[src/rtl/expr_eval_arbiter.sv]
// ============================================================================
// expr_eval_arbiter : buffers one expression from one of two requesters, then
//                     bursts it into a shared serial evaluator and returns result
// Revision: 1.0
// ============================================================================
`default_nettype none

module expr_eval_arbiter #(
  parameter int DEPTH = 16,
  parameter int AW    = 4
) (
  input  logic        clk,
  input  logic        clr,
  input  logic [1:0]  req_valid,
  input  logic [15:0] req_data,
  input  logic [1:0]  req_last,
  output logic [1:0]  req_ready,
  output logic [1:0]  rsp_valid,
  input  logic [1:0]  rsp_ack,
  output logic [7:0]  rsp_res,
  output logic        rsp_ok,
  output logic        rsp_ovf,
  output logic        ev_clr,
  output logic [7:0]  ev_in,
  input  logic        ev_out,
  input  logic [7:0]  ev_res
);

  localparam logic [2:0] c_IDLE     = 3'd0;
  localparam logic [2:0] c_LOAD     = 3'd1;
  localparam logic [2:0] c_FEED     = 3'd2;
  localparam logic [2:0] c_RESULT   = 3'd3;
  localparam logic [2:0] c_DONE_SET = 3'd4;
  localparam logic [2:0] c_DONE     = 3'd5;

  localparam logic [AW:0] c_DEPTH = (AW+1)'(DEPTH);
  localparam logic [AW:0] c_ONE   = (AW+1)'(1);

  logic [2:0]    state_q, state_d;
  logic          grant_q, grant_d;
  logic          last_grant_q, last_grant_d;
  logic [AW:0]   count_q, count_d;
  logic [AW-1:0] idx_q, idx_d;
  logic          ovf_q, ovf_d;
  logic [7:0]    rsp_res_q, rsp_res_d;
  logic          rsp_ok_q, rsp_ok_d;
  logic          rsp_ovf_q, rsp_ovf_d;

  logic [7:0]    mem_q [DEPTH];

  logic          w_gvalid;
  logic          w_glast;
  logic [7:0]    w_gdata;
  logic          w_full;
  logic          w_wr_en;
  logic          w_feed_end;

  assign w_gvalid   = grant_q ? req_valid[1] : req_valid[0];
  assign w_glast    = grant_q ? req_last[1]  : req_last[0];
  assign w_gdata    = grant_q ? req_data[15:8] : req_data[7:0];
  assign w_full     = (count_q == c_DEPTH);
  assign w_wr_en    = (state_q == c_LOAD) && w_gvalid && !w_full;
  assign w_feed_end = ({1'b0, idx_q} == (count_q - c_ONE));

  always_comb begin
    state_d      = state_q;
    grant_d      = grant_q;
    last_grant_d = last_grant_q;
    count_d      = count_q;
    idx_d        = idx_q;
    ovf_d        = ovf_q;
    rsp_res_d    = rsp_res_q;
    rsp_ok_d     = rsp_ok_q;
    rsp_ovf_d    = rsp_ovf_q;

    case (state_q)
      c_IDLE: begin
        if (req_valid != 2'b00) begin
          // On a tie, the requester not served last time wins.
          if (req_valid == 2'b11) begin
            grant_d = ~last_grant_q;
          end else begin
            grant_d = req_valid[1];
          end
          last_grant_d = grant_d;
          count_d      = '0;
          ovf_d        = 1'b0;
          state_d      = c_LOAD;
        end
      end

      c_LOAD: begin
        if (w_gvalid) begin
          if (w_full) begin
            ovf_d = 1'b1;
          end else begin
            count_d = count_q + c_ONE;
          end
          if (w_glast) begin
            if (w_full || ovf_q) begin
              state_d = c_DONE_SET;
            end else begin
              idx_d   = '0;
              state_d = c_FEED;
            end
          end
        end
      end

      c_FEED: begin
        idx_d = idx_q + 1'b1;
        if (w_feed_end) begin
          state_d = c_RESULT;
        end
      end

      c_RESULT: begin
        // Evaluator clear only lands at the next edge, so its outputs are still valid here.
        rsp_res_d = ev_res;
        rsp_ok_d  = ev_out;
        rsp_ovf_d = 1'b0;
        state_d   = c_DONE;
      end

      c_DONE_SET: begin
        rsp_res_d = 8'h00;
        rsp_ok_d  = 1'b0;
        rsp_ovf_d = 1'b1;
        state_d   = c_DONE;
      end

      c_DONE: begin
        if (grant_q ? rsp_ack[1] : rsp_ack[0]) begin
          state_d = c_IDLE;
        end
      end

      default: begin
        state_d = c_IDLE;
      end
    endcase
  end

  always_ff @(posedge clk) begin
    if (!clr) begin
      state_q      <= c_IDLE;
      grant_q      <= 1'b0;
      last_grant_q <= 1'b1;
      count_q      <= '0;
      idx_q        <= '0;
      ovf_q        <= 1'b0;
      rsp_res_q    <= 8'h00;
      rsp_ok_q     <= 1'b0;
      rsp_ovf_q    <= 1'b0;
    end else begin
      state_q      <= state_d;
      grant_q      <= grant_d;
      last_grant_q <= last_grant_d;
      count_q      <= count_d;
      idx_q        <= idx_d;
      ovf_q        <= ovf_d;
      rsp_res_q    <= rsp_res_d;
      rsp_ok_q     <= rsp_ok_d;
      rsp_ovf_q    <= rsp_ovf_d;
    end
  end

  always_ff @(posedge clk) begin
    if (w_wr_en) begin
      mem_q[count_q[AW-1:0]] <= w_gdata;
    end
  end

  assign req_ready = (state_q == c_LOAD) ? (grant_q ? 2'b10 : 2'b01) : 2'b00;
  assign rsp_valid = (state_q == c_DONE) ? (grant_q ? 2'b10 : 2'b01) : 2'b00;
  assign rsp_res   = rsp_res_q;
  assign rsp_ok    = rsp_ok_q;
  assign rsp_ovf   = rsp_ovf_q;
  assign ev_clr    = (state_q != c_FEED);
  assign ev_in     = (state_q == c_FEED) ? mem_q[idx_q] : 8'h00;

endmodule

`default_nettype wire

[config.mk]
export PLATFORM = sky130hd
export DESIGN_NAME = expr_eval_arbiter
export DESIGN_NICKNAME = d
export VERILOG_FILES = /design/src/rtl/expr_eval_arbiter.sv
export SDC_FILE = /design/constraint.sdc
export NUM_CORES = 1
export LEC_CHECK = 0
export BUFFER_PORTS_ARGS = -buffer_cell sky130_fd_sc_hd__buf_4
export CORE_MARGIN = 2
export CORE_UTILIZATION = 59
export DETAILED_ROUTE_END_ITERATION = 8
export GPL_TIMING_DRIVEN = 0
export PLACE_DENSITY = 0.79
export SYNTH_ARGS = -nofsm -noshare
export SYNTH_HDL_FRONTEND = slang
export SYNTH_SLANG_ARGS = --single-unit
[constraint.sdc]
create_clock -name clk -period 3.1 [get_ports clk]
set_input_delay 0.31 -clock clk [delete_from_list [all_inputs] [get_ports clk]]
set_output_delay 0.31 -clock clk [all_outputs]
set_load 0.01 [all_outputs]
[After elaboration in Yosys (flattened, before gate mapping)]
Memory sizes are Yosys's and may differ from the RTL's. A register that Yosys moved wholly into a read port is not among the register bits.
Index checks and enable logic that the tools add are counted.
Operators by class
  $add $sub $neg: 3
  $mul: 0
  divide/modulo/power cells: 0
  magnitude comparators: 0
  equality and inequality tests: 17
  shift operators: 0
  multiplexer cells: 35
  bitwise operators: 1
  reductions and logical operators: 15
Operator list (count)
  $mux W4: 5
  $mux W3: 6
  $mux W8: 2
  $ne A2 B2 Y1 const B: 8
  $pmux W8 S2: 1
  $mux W5: 3
  $pmux W3 S5: 1
  $reduce_and A4 Y1: 3
  $pmux W5 S2: 1
  $mux W1: 9
  $pmux W4 S2: 1
  $reduce_bool A2 Y1: 4
  $eq A3 B2 Y1 const B: 2
  $eq A3 B3 Y1 const B: 2
  $mux W2: 3
  $pmux W1 S2: 3
  $add A5 B1 Y5 const B: 1
  $eq A4 B5 Y1: 1
  $eq A5 B5 Y1 const B: 1
  $reduce_and A5 Y1: 1
  $sub A5 B1 Y5 const B: 1
  $add A4 B1 Y4 const B: 1
  $eq A3 B1 Y1 const B: 1
  $logic_not A3 Y1: 1
  other kinds (8): 9
Word-level totals
  flip-flop bits (word level): 25
  bits in latches: 0
  RAM bits: 128
  bits in read-only memories: 0
  bits of input ports: 33
  output and inout port bits: 23
  word-level logic and storage cells: 81
  memories: 1
Memory list
  mem_q: depth 16, width 8, read ports 1, clocked after memory_dff 1, write ports 1, RTL line 49  | logic [7:0] mem_q [DEPTH];

[Logic depth before layout (Yosys ltp)]
Gate-level depths: netlist (run 1).
  word-level depth: 8
  mapped depth: 8
  gate-level depth less buffers: 7

[Worst setup path before layout (run 1)]
No wires, ideal clock.
  path type: register -> register
  start: register count_q[0]
  end: memory mem_q[0][0], enable pin
  library setup time: 0.383 ns
  data arrival time: 1.861 ns
  required time: 2.717 ns
  path slack: 0.855 ns
  stages on the path, launching flop included: 8
  buffers on the path: 1
  clock period less this slack: 2.245 ns
  cells stage by stage: dfxtp_1 > inv_1 > ha_1 > nand4bb_1 > and3_1 > buf_6 > nand2_1 > nor3_1
On the way
  word-level cells in the longest chain between the ends: 5
RTL lines
  start, declared: RTL line 42  | logic [AW:0] count_q, count_d;
  start signal, assigned: RTL line 159  | count_q <= count_d;
  $eq A5 B5 Y1: RTL line 61  | assign w_full = (count_q == c_DEPTH);
  $logic_not A1 Y1: RTL line 62  | assign w_wr_en = (state_q == c_LOAD) && w_gvalid && !w_full;
  $logic_and A1 B1 Y1: RTL line 62
  $mux W1: RTL line 169  | if (w_wr_en) begin
  $mux W1 (implied by the code): RTL line 170  | mem_q[count_q[AW-1:0]] <= w_gdata;
  end, declared: RTL line 49
Several ways; a longest one is shown, not always the timed one.

==> impl_results.md, run 1 <==
- Root buffer cell: clkbuf_8
- Asr flop ratio synth: 0%
- Gate Count Post-Synth: 384
- Remaining antenna violation count: 0
- DRC viols: 0
- Post-Synth XOR/XNOR Area: 1.21%
- Number of synthesized flops with an enable pin: 128
- Initial DRC Count: 347
- Filler cells: 675
- Clock-pin slew on the worst setup and hold paths: 60 ps
- Routed wire length: 13700 um
- Metal2 WL: 7090 um
- CTS tree: built
- Clk_lat worst skew: 530 ps
- Leakage: 2.59 nW
- Post-synthesis adder-cell area fraction: 0.957%
- Syn nets: 422
- Total CTS buffers: 17
- Final hold vios: 0
- WL/cell: 22.5 um
- Total GRT Usage: 25.0%
- Overflow left after global routing: 0
- Port bufs: 55
- Routability cong.: 0.844
- Rel. slew slack: 12.9%
- Largest net degree at the start of global routing: 17
- Worst setup SP type: flip-flop
- Core area: 10800 um^2
- Final setup fails: 0
- Clock sinks: 157
- Hold Slack: 68.2 ps
- H-Tree Depth: 4
- Slew @ Worst Pin: 1300 ps
- Antenna cells: 0
- Status: complete, no violations
- Combinational family with the most area after synthesis: multiplexers
- Initial Util: 60.3%
- First-pass GRT wire length: 20700 um
- Placed inst area: 7130 um^2
- Chip height: 109 um
- Worst slack, placed: 16.2 ps
- YS warnings: 0
- Via density: 6.09
- Slew Viols, Final: 0
- Type of the most critical hold path: in -> reg
- Final worst path period need: 2960 ps
- Most frequent cells in the layout: edfxtp_1 (128), buf_4 (55), mux4_2 (40), nor2_1 (29), dfxtp_1 (29)
- Uppermost layer routed: met4
- Data arrival, critical path: 2650 ps
- Postcts setup bufs: 0
- Seq cells post-synth: 157
- P per Cell Area: 716 nW/um^2
- Area fraction in compound gates after synthesis: 4.65%
- Ratio of cells with drive above 1 in the final layout: 30.8%
- Post-synthesis instance area: 6540 um^2
- Worst setup EP type: output port
- Clk_skew: 6.71 ps
- Worst setup margin: 144 ps
- Post-synthesis mux area share: 16.0%
- Syn avg cell area: 17.0 um^2
- Tot Pwr: 5.55 mW
- RSZ-0062 raised after global routing: false
- Setup Crit Path Kind: reg -> out
- DPL Wire Length: 8840 um
- Commonest non-fill, non-tap cell in the layout: edfxtp_1
- Die Area: 11900 um^2
- Sequential fraction of the synthesis area: 67.7%
- Ports: 56
- F_max: 338 MHz
- Max cap viols: 0
- Vias post-DR: 3720
- Setup TNS: 0 ps
- Layout area overhead: 18.5%
- NumNets Final: 496
- Drt first pass iters: 5
- Vias in the first global route: 3723
- Worst Path Required: 2790 ps
- Post-synthesis simple-gate area fraction: 7.10%
- Post-synthesis cell type count: 51
- Ys flop type: edfxtp_1
- Cell Rows: 38
- Die Span X: 109 um
- Fin area: 7750 um^2
- Period Utilization, post-route: 95.3%
- Peak VDD IR: 0.423 mV
- CP max FO: 10
- Metal-1 WL: 5420 um
- Antenna violations before repair: 0
- Max Buffers Root-to-Sink: 2
- Routed wl met3: 883 um
per-stage QoR:
stage,instances,utilization (%)
CTS,611,71.4
global placement,579,65.7
floorplan,384,-
finish,611,71.5
detailed placement,579,65.7
global route,611,71.5
power by group:
group | switching [mW] | internal (mW)
Clock | 0.779 | 1.33
Sequential | 0.0586 | 2.42
Combinational | 0.525 | 0.439
Total | 1.36 | 4.19
synthesized netlist by cell type (2+ instances only):
library cell    n  share of area [%]
xor2_1          3               0.40
ha_1            5               0.96
nor3_1          6               0.46
nand3b_1        2               0.23
or3_1           2               0.19
and2_1         11                1.1
o21ai_0         2               0.15
o221ai_1        9                1.2
xnor2_1         6               0.80
o31ai_1         2               0.23
mux2_1          6                1.0
nand2_1        19                1.1
mux2i_1         3               0.46
inv_1           5               0.29
mux4_2         40                 14
edfxtp_1      128                 59
a21boi_1        2               0.23
nand2b_1        4               0.38
nor2_1         29                1.7
buf_6           7                1.2
mux2_2          4               0.69
clkbuf_1        9               0.52
buf_1           4               0.23
nand3_1         3               0.23
dfxtp_1        29                8.9
o21ai_1         2               0.15
a21oi_1        18                1.4
critical path: stages (launching register included):
cell	delay, ps
dfxtp_1	300
buf_2	200
buf_6	210
mux4_2	580
mux4_2	500
and2_1	180
buf_4	140
cell type report:
class	instances	area (um^2)	area share, %
Multi-Input combinational cell	200	1960	25.3
Tap cell	140	175	2.26
Clock buffer	24	483	6.23
Clock inverter	8	128	1.65
Timing Repair Buffer	55	413	5.33
Buffer	22	145	1.87
Inverter	5	18.8	0.242
Sequential cell	157	4420	57.1
per-layer routing:
layer / GRT usage [%] / vias to the layer above
met5: 0 / -
met4: 8.95 / 0
met3: 5.38 / 25
met2: 42.1 / 168
met1: 32.4 / 1857
li1: - / 1670
registers in the layout (all words and copies together) (netlist names), named ones only:
| name | count |
|---|---|
| mem_q | 128 |
| count_q | 5 |
| rsp_ovf | 1 |
| last_grant_q | 1 |
| state_q | 3 |
| rsp_ok | 1 |
| idx_q | 4 |
| rsp_res | 8 |
| ovf_q | 1 |
| grant_q | 1 |
path summary, 6_finish.rpt:
path,startpoint,endpoint,slack (ps),cells past startpoint
setup reg to reg,count_q[0]$_SDFFE_PN0P_,mem_q[2][1]$_DFFE_PP_,190,7
setup / recovery,flip-flop,ev_in[2],140,6
hold reg to reg,rsp_res[1]$_SDFFE_PN0P_,rsp_res[1]$_SDFFE_PN0P_,480,2
hold / removal,clr,rsp_ok$_SDFFE_PN0P_,70,3
logic make-up (layout without fill, tap and decap cells):
| logic type | Yosys count | after routing |
|---|---|---|
| xor gates and xnor gates | 9 | 9 |
| and+or+nand+nor | 89 | 89 |
| buffers and inverters | 27 | 114 |
| DFF | 157 | 157 |
| AOI/OAI and AO/OA | 44 | 44 |
| muxes | 53 | 53 |
| adders and majority gates | 5 | 5 |
timing repair:
item,CTS,global route
hold buffers,0,0
gates resized for setup,2,2
endpoints found under the hold margin,0,0
gates cloned,0,0
endpoints found under the setup margin,9,7
Note: power is estimated with default switching activity, not from simulation.
==> run 2: changes to the inputs <==
==> constraint.sdc (replaced) <==
create_clock -name clk -period 3.1 [get_ports clk]
set_input_delay 0.62 -clock clk [delete_from_list [all_inputs] [get_ports clk]]
set_output_delay 0.62 -clock clk [all_outputs]
set_load 0.01 [all_outputs]
==> run 2 against run 1 <==
The flow now finishes with violations (setup timing). Clock power hardly changed. Clock-buffer cell count stayed put. Fmax is 5.0% lower. Critical path depth stayed put. Wire length is 3.9% higher. Non-clock buffer count is 3 higher. Largest power group unchanged.
==> impl_results.md, run 2 (synthesis results as in run 1) <==
- Status: finished, violations left
- Failing checks: setup timing
- Chip height: 109 um
- Port bufs: 55
- RSZ-0062 raised after global routing: true
- Slew Viols, Final: 0
- Tot Pwr: 5.64 mW
- Worst slack, placed: 16.2 ps
- Initial Util: 60.3%
- Final setup fails: 2
- Final non-filler cell total: 614
- Die Span X: 109 um
- Max cap viols: 0
- Drt first pass iters: 5
- Clk_lat worst skew: 520 ps
- F_max: 321 MHz
- Commonest non-fill, non-tap cell in the layout: edfxtp_1
- Worst Path Required: 2480 ps
- Hold Buf Count CTS: 0
- Hold Slack: 387 ps
- Cell Rows: 38
- Clock-pin slew on the worst setup and hold paths: 60 ps
- CP cell instances: buf_12 > buf_12 > mux4_2 > mux4_2 > and2_4 > buf_6
- Ratio of cells with drive above 1 in the final layout: 32.3%
- Fin area: 7900 um^2
- Internal power: 4.26 mW
- CP max FO: 7
- Setup TNS: -14.2 ps
- NumNets Final: 499
- R2R cell count: 7
- First-pass GRT wire length: 21300 um
- Most frequent cells in the layout: edfxtp_1 (128), buf_4 (50), mux4_2 (40), nor2_1 (29), dfxtp_1 (28)
- Largest delay share family, worst path: multiplexers
- Period Utilization, post-route: 100%
- Worst setup margin: -12.9 ps
- Clock group share of total power: 37.2%
- Buf/Inv on CP: 3
- Worst path max stage delay: 550 ps
- Final Core Density: 72.9%
- Max Buffers Root-to-Sink: 2
- DPL Wire Length: 8840 um
- Ports: 56
- Vias post-DR: 3769
- Slew @ Worst Pin: 1280 ps
- DRC viols: 0
- Sequential share of power: 44.0%
- Vias in the first global route: 3771
- Clk_skew: 7.91 ps
- Levels on crit path: 6
- Total CTS buffers: 17
- Peak VDD IR: 0.433 mV
- CTS tree: built
- Placed inst area: 7130 um^2
- Total GRT Usage: 25.6%
- Largest register FFs: 128
- Power share of the combinational group: 18.8%
- Antenna violations before repair: 0
- Clock sinks: 157
- Antenna cells: 0
- Type of the most critical hold path: in -> reg
- P per Cell Area: 714 nW/um^2
- GR Util met1: 32.9%
- Final worst path period need: 3110 ps
- Sw Share: 24.5%
- CP max stage cell: mux4_2
- Met3 Usage GRT: 5.80%
- Remaining antenna violation count: 0
- Met2 usage: 43.6%
- Setup Crit Path Kind: reg -> out
- Rel. slew slack: 13.7%
- Final hold vios: 0
- Leakage: 2.64 nW
- Worst setup EP type: output port
- Die Area: 11900 um^2
- WL/cell: 23.2 um
- Core area: 10800 um^2
- Via density: 6.14
- Routed wire length: 14300 um
- Overflow left after global routing: 0
- Routability cong.: 0.844
- Hold Crit Depth: 3
- Root buffer cell: clkbuf_8
- Worst setup SP type: flip-flop
- # placed instances: 579
- Grt peak-use layer: met2
- Largest net degree at the start of global routing: 17
- Layout area overhead: 20.8%
- Sw Pwr: 1.38 mW
- H-Tree Depth: 4
- Initial DRC Count: 340
- Data arrival, critical path: 2490 ps
## run 2: changes by cell type in the layout (fill, tap and decap cells not counted), moves of 2 or more
cell / change
clkbuf_2: -2
buf_4: -5
and2_4: +3
and2_1: -3
clkbuf_4: +3
buf_6: +3
buf_12: +6
buf_2: -2
## run 2: worst paths after layout
| check | start | end | slack [ps] |
|---|---|---|---|
| worst min-delay path | clr | rsp_ok$_SDFFE_PN0P_ | 390 |
| worst min register to register | rsp_res[1]$_SDFFE_PN0P_ | rsp_res[1]$_SDFFE_PN0P_ | 480 |
| worst max register to register | count_q[0]$_SDFFE_PN0P_ | mem_q[2][1]$_DFFE_PP_ | 200 |
| worst max-delay path | flip-flop | ev_in[2] | -10 |
## run 2: area by class of cell
cell class / instances / area (um^2)
Timing Repair Buffer: 59 / 508
Sequential cell: 157 / 4430
Inverter: 5 / 18.8
Buffer: 21 / 190
Clock inverter: 8 / 128
Fill cell: 641 / 2940
Tap cell: 140 / 175
Clock buffer: 24 / 483
Multi-Input combinational cell: 200 / 1970
## run 2: tightest hold or removal path: stages
cell      delay (ps)
buf_4            130
o221ai_1          60
a21oi_1           40
## run 2: timing repair
item / 4_1_cts / 5_1_grt
endpoints found under the setup margin: 16 / 8
setup buffers: 3 / 0
pin swaps: 0 / 0
resized for setup: 23 / 6
cloned: 2 / 1
## run 2: power groups by stage
| stage | Clock [mW] | Sequential [mW] | Combinational (mW) |
|---|---|---|---|
| after global routing | 2.21 | 2.49 | 1.14 |
| after detailed placement | 0 | 2.52 | 0.956 |
| after floorplan | 0 | 2.51 | 0.666 |
| final | 2.10 | 2.48 | 1.06 |
| after CTS | 2.12 | 2.48 | 1.07 |
| after global placement | 0 | 2.52 | 0.927 |
## run 2: layer usage
layer | share of wire (%) | vias to the layer above | wire length (um)
li1 | - | 1684 | -
met1 | 39 | 1892 | 5540
met5 | 0 | - | 0
met4 | 1.4 | 0 | 199
met3 | 6.5 | 22 | 921
met2 | 53 | 171 | 7590
==> run 3: changes to the inputs <==
BUFFER_PORTS_ARGS = unset   (was -buffer_cell sky130_fd_sc_hd__buf_4)
CORE_UTILIZATION = 63   (was 59)
DONT_BUFFER_PORTS = 1   (was unset)
==> run 3 against run 2 <==
The flow now finishes without violations. Via count decreased by 6.8%. Final area decreased by 6.1%. Wire length decreased by 7.8%. Fmax increased by 2.9%. Highest routed layer unchanged.
==> impl_results.md, run 3 (synthesis results as in run 1) <==
- Status: complete, no violations
- Worst hold start: clr
- RSZ-0062 raised after global routing: true
- F_max: 331 MHz
- Worst reg2reg endpoint: mem_q[3][2]$_DFFE_PP_
- CTS tree: built
- CP max stage cell: mux4_2
- Die Span X: 106 um
- Setup Crit Path Kind: reg -> out
- Slew Viols, Final: 0
- Clock-pin slew on the worst setup and hold paths: 60 ps
- Crit path top cell by count: mux4_2
- Remaining antenna violation count: 0
- Placed inst area: 6710 um^2
- Initial DRC Count: 229
- Tot Pwr: 5.53 mW
- R2r startpoint: count_q[0]$_SDFFE_PN0P_
- Leakage: 2.36 nW
- Hold Crit Depth: 2
- Worst setup EP type: output port
- Ports: 56
- Cell Rows: 37
- Total CTS buffers: 17
- Most frequent cells in the layout: edfxtp_1 (128), mux4_2 (40), nor2_1 (29), dfxtp_1 (29), nand2_1 (19)
- Max cap viols: 0
- WL/cell: 23.8 um
- Largest register FFs: 128
- Worst slack, placed: 75.6 ps
- Clock sinks: 157
- Clk_lat worst skew: 520 ps
- Final setup fails: 0
- Port bufs: 0
- Largest net degree at the start of global routing: 17
- Type of the most critical hold path: in -> reg
- Total GRT Usage: 25.2%
- Vias in the first global route: 3577
- Hold Buf Count CTS: 0
- Data arrival, critical path: 2410 ps
- Clk_skew: 14.0 ps
- Initial Util: 64.2%
- Rel. slew slack: 8.03%
- Routability cong.: 0.844
- Die Area: 11200 um^2
- Vias post-DR: 3513
- DRC viols: 0
- Overflow left after global routing: 0
- First-pass GRT wire length: 20000 um
- Routed wire length: 13100 um
- Worst reg2reg setup slack: 320 ps
- Layout area overhead: 13.4%
- H-Tree Depth: 4
- Worst path max stage delay: 550 ps
- Drt first pass iters: 5
- DPL Wire Length: 8380 um
- Commonest non-fill, non-tap cell in the layout: edfxtp_1
- NumNets Final: 443
- Hold endpoint: rsp_ok$_SDFFE_PN0P_
- Slew @ Worst Pin: 1370 ps
- R2R cell count: 5
- Worst setup SP type: flip-flop
- Antenna cells: 0
- Ratio of cells with drive above 1 in the final layout: 22.8%
- Root buffer cell: clkbuf_8
- Final worst path period need: 3030 ps
- Core area: 10200 um^2
- Final hold vios: 0
- Fin area: 7410 um^2
- CP max FO: 10
- Worst setup margin: 75.0 ps
- CP cell instances: buf_6 > buf_12 > mux4_2 > mux4_2 > and2_4
- Peak VDD IR: 0.595 mV
- Antenna violations before repair: 0
- Worst Path Required: 2480 ps
- P per Cell Area: 746 nW/um^2
- Chip height: 106 um
- Via density: 6.35
- Max Buffers Root-to-Sink: 2
- Period Utilization, post-route: 97.6%
==> run 3: cell types whose count changed in the layout (fill, tap and decap cells not counted), moves of 2 or more <==
cell       delta
buf_4        -49
buf_6         -5
clkbuf_1      -5
clkinv_1      +4
buf_12        -3
buf_2         +2
bufinv_16     +2
clkbuf_16     -2
clkbuf_4      -2
==> run 3: through the flow <==
step	instances	utilization, %	hold slack [ps]	TNS [ps]
after global placement	520	65.9	482	0
after floorplan	384	-	466	0
after CTS	551	72.2	213	0
after detailed placement	520	65.9	503	0
final	553	72.8	234	0
after global routing	553	72.8	220	-41.3
==> run 3: worst max-delay path: cells and delay by family (launching register included) <==
family	cells	cell delay, ps
flip-flops	1	320
multiplexers	2	1030
buffers and inverters	2	340
AND/OR/NAND/NOR	1	180
==> run 3: where the power goes <==
group,leakage (nW),total [mW],internal (mW),switching (mW)
Clock,0.298,2.14,1.37,0.768
Combinational,0.671,0.902,0.403,0.498
Sequential,1.39,2.49,2.42,0.0690
==> run 3: final cells by class <==
type	instances	area (um^2)
Multi-Input combinational cell	200	1970
Timing Repair Buffer	2	32.5
Inverter	5	18.8
Fill cell	621	2770
Clock buffer	17	414
Buffer	22	180
Clock inverter	14	200
Tap cell	136	170
Sequential cell	157	4420
==> run 3: how the worst max path moves through the flow <==
stage	start	endpoint	slack, ps	depth (start not counted)
floorplan	flip-flop	ev_in[0]	710	5
finish	flip-flop	ev_in[2]	70	5
global placement	count_q[0]$_SDFFE_PN0P_	mem_q[0][4]$_DFFE_PP_	210	7
CTS	flip-flop	ev_in[3]	4	5
detailed placement	count_q[0]$_SDFFE_PN0P_	mem_q[1][4]$_DFFE_PP_	80	7
global route	flip-flop	ev_in[1]	-20	5
==> run 3: repair_timing <==
| item | in CTS | in global routing |
|---|---|---|
| endpoints found under the setup margin | 8 | 16 |
| buffers inserted | 0 | 1 |
| resized for setup | 9 | 6 |
| gates cloned | 0 | 1 |
==> run 3: routing by layer <==
layer,track usage (%),routed length (um),vias to the layer above
li1,-,-,1561
met1,29.9,5010,1807
met2,44.4,7140,131
met3,6.37,767,14
met4,9.21,220,0
met5,0,0,-
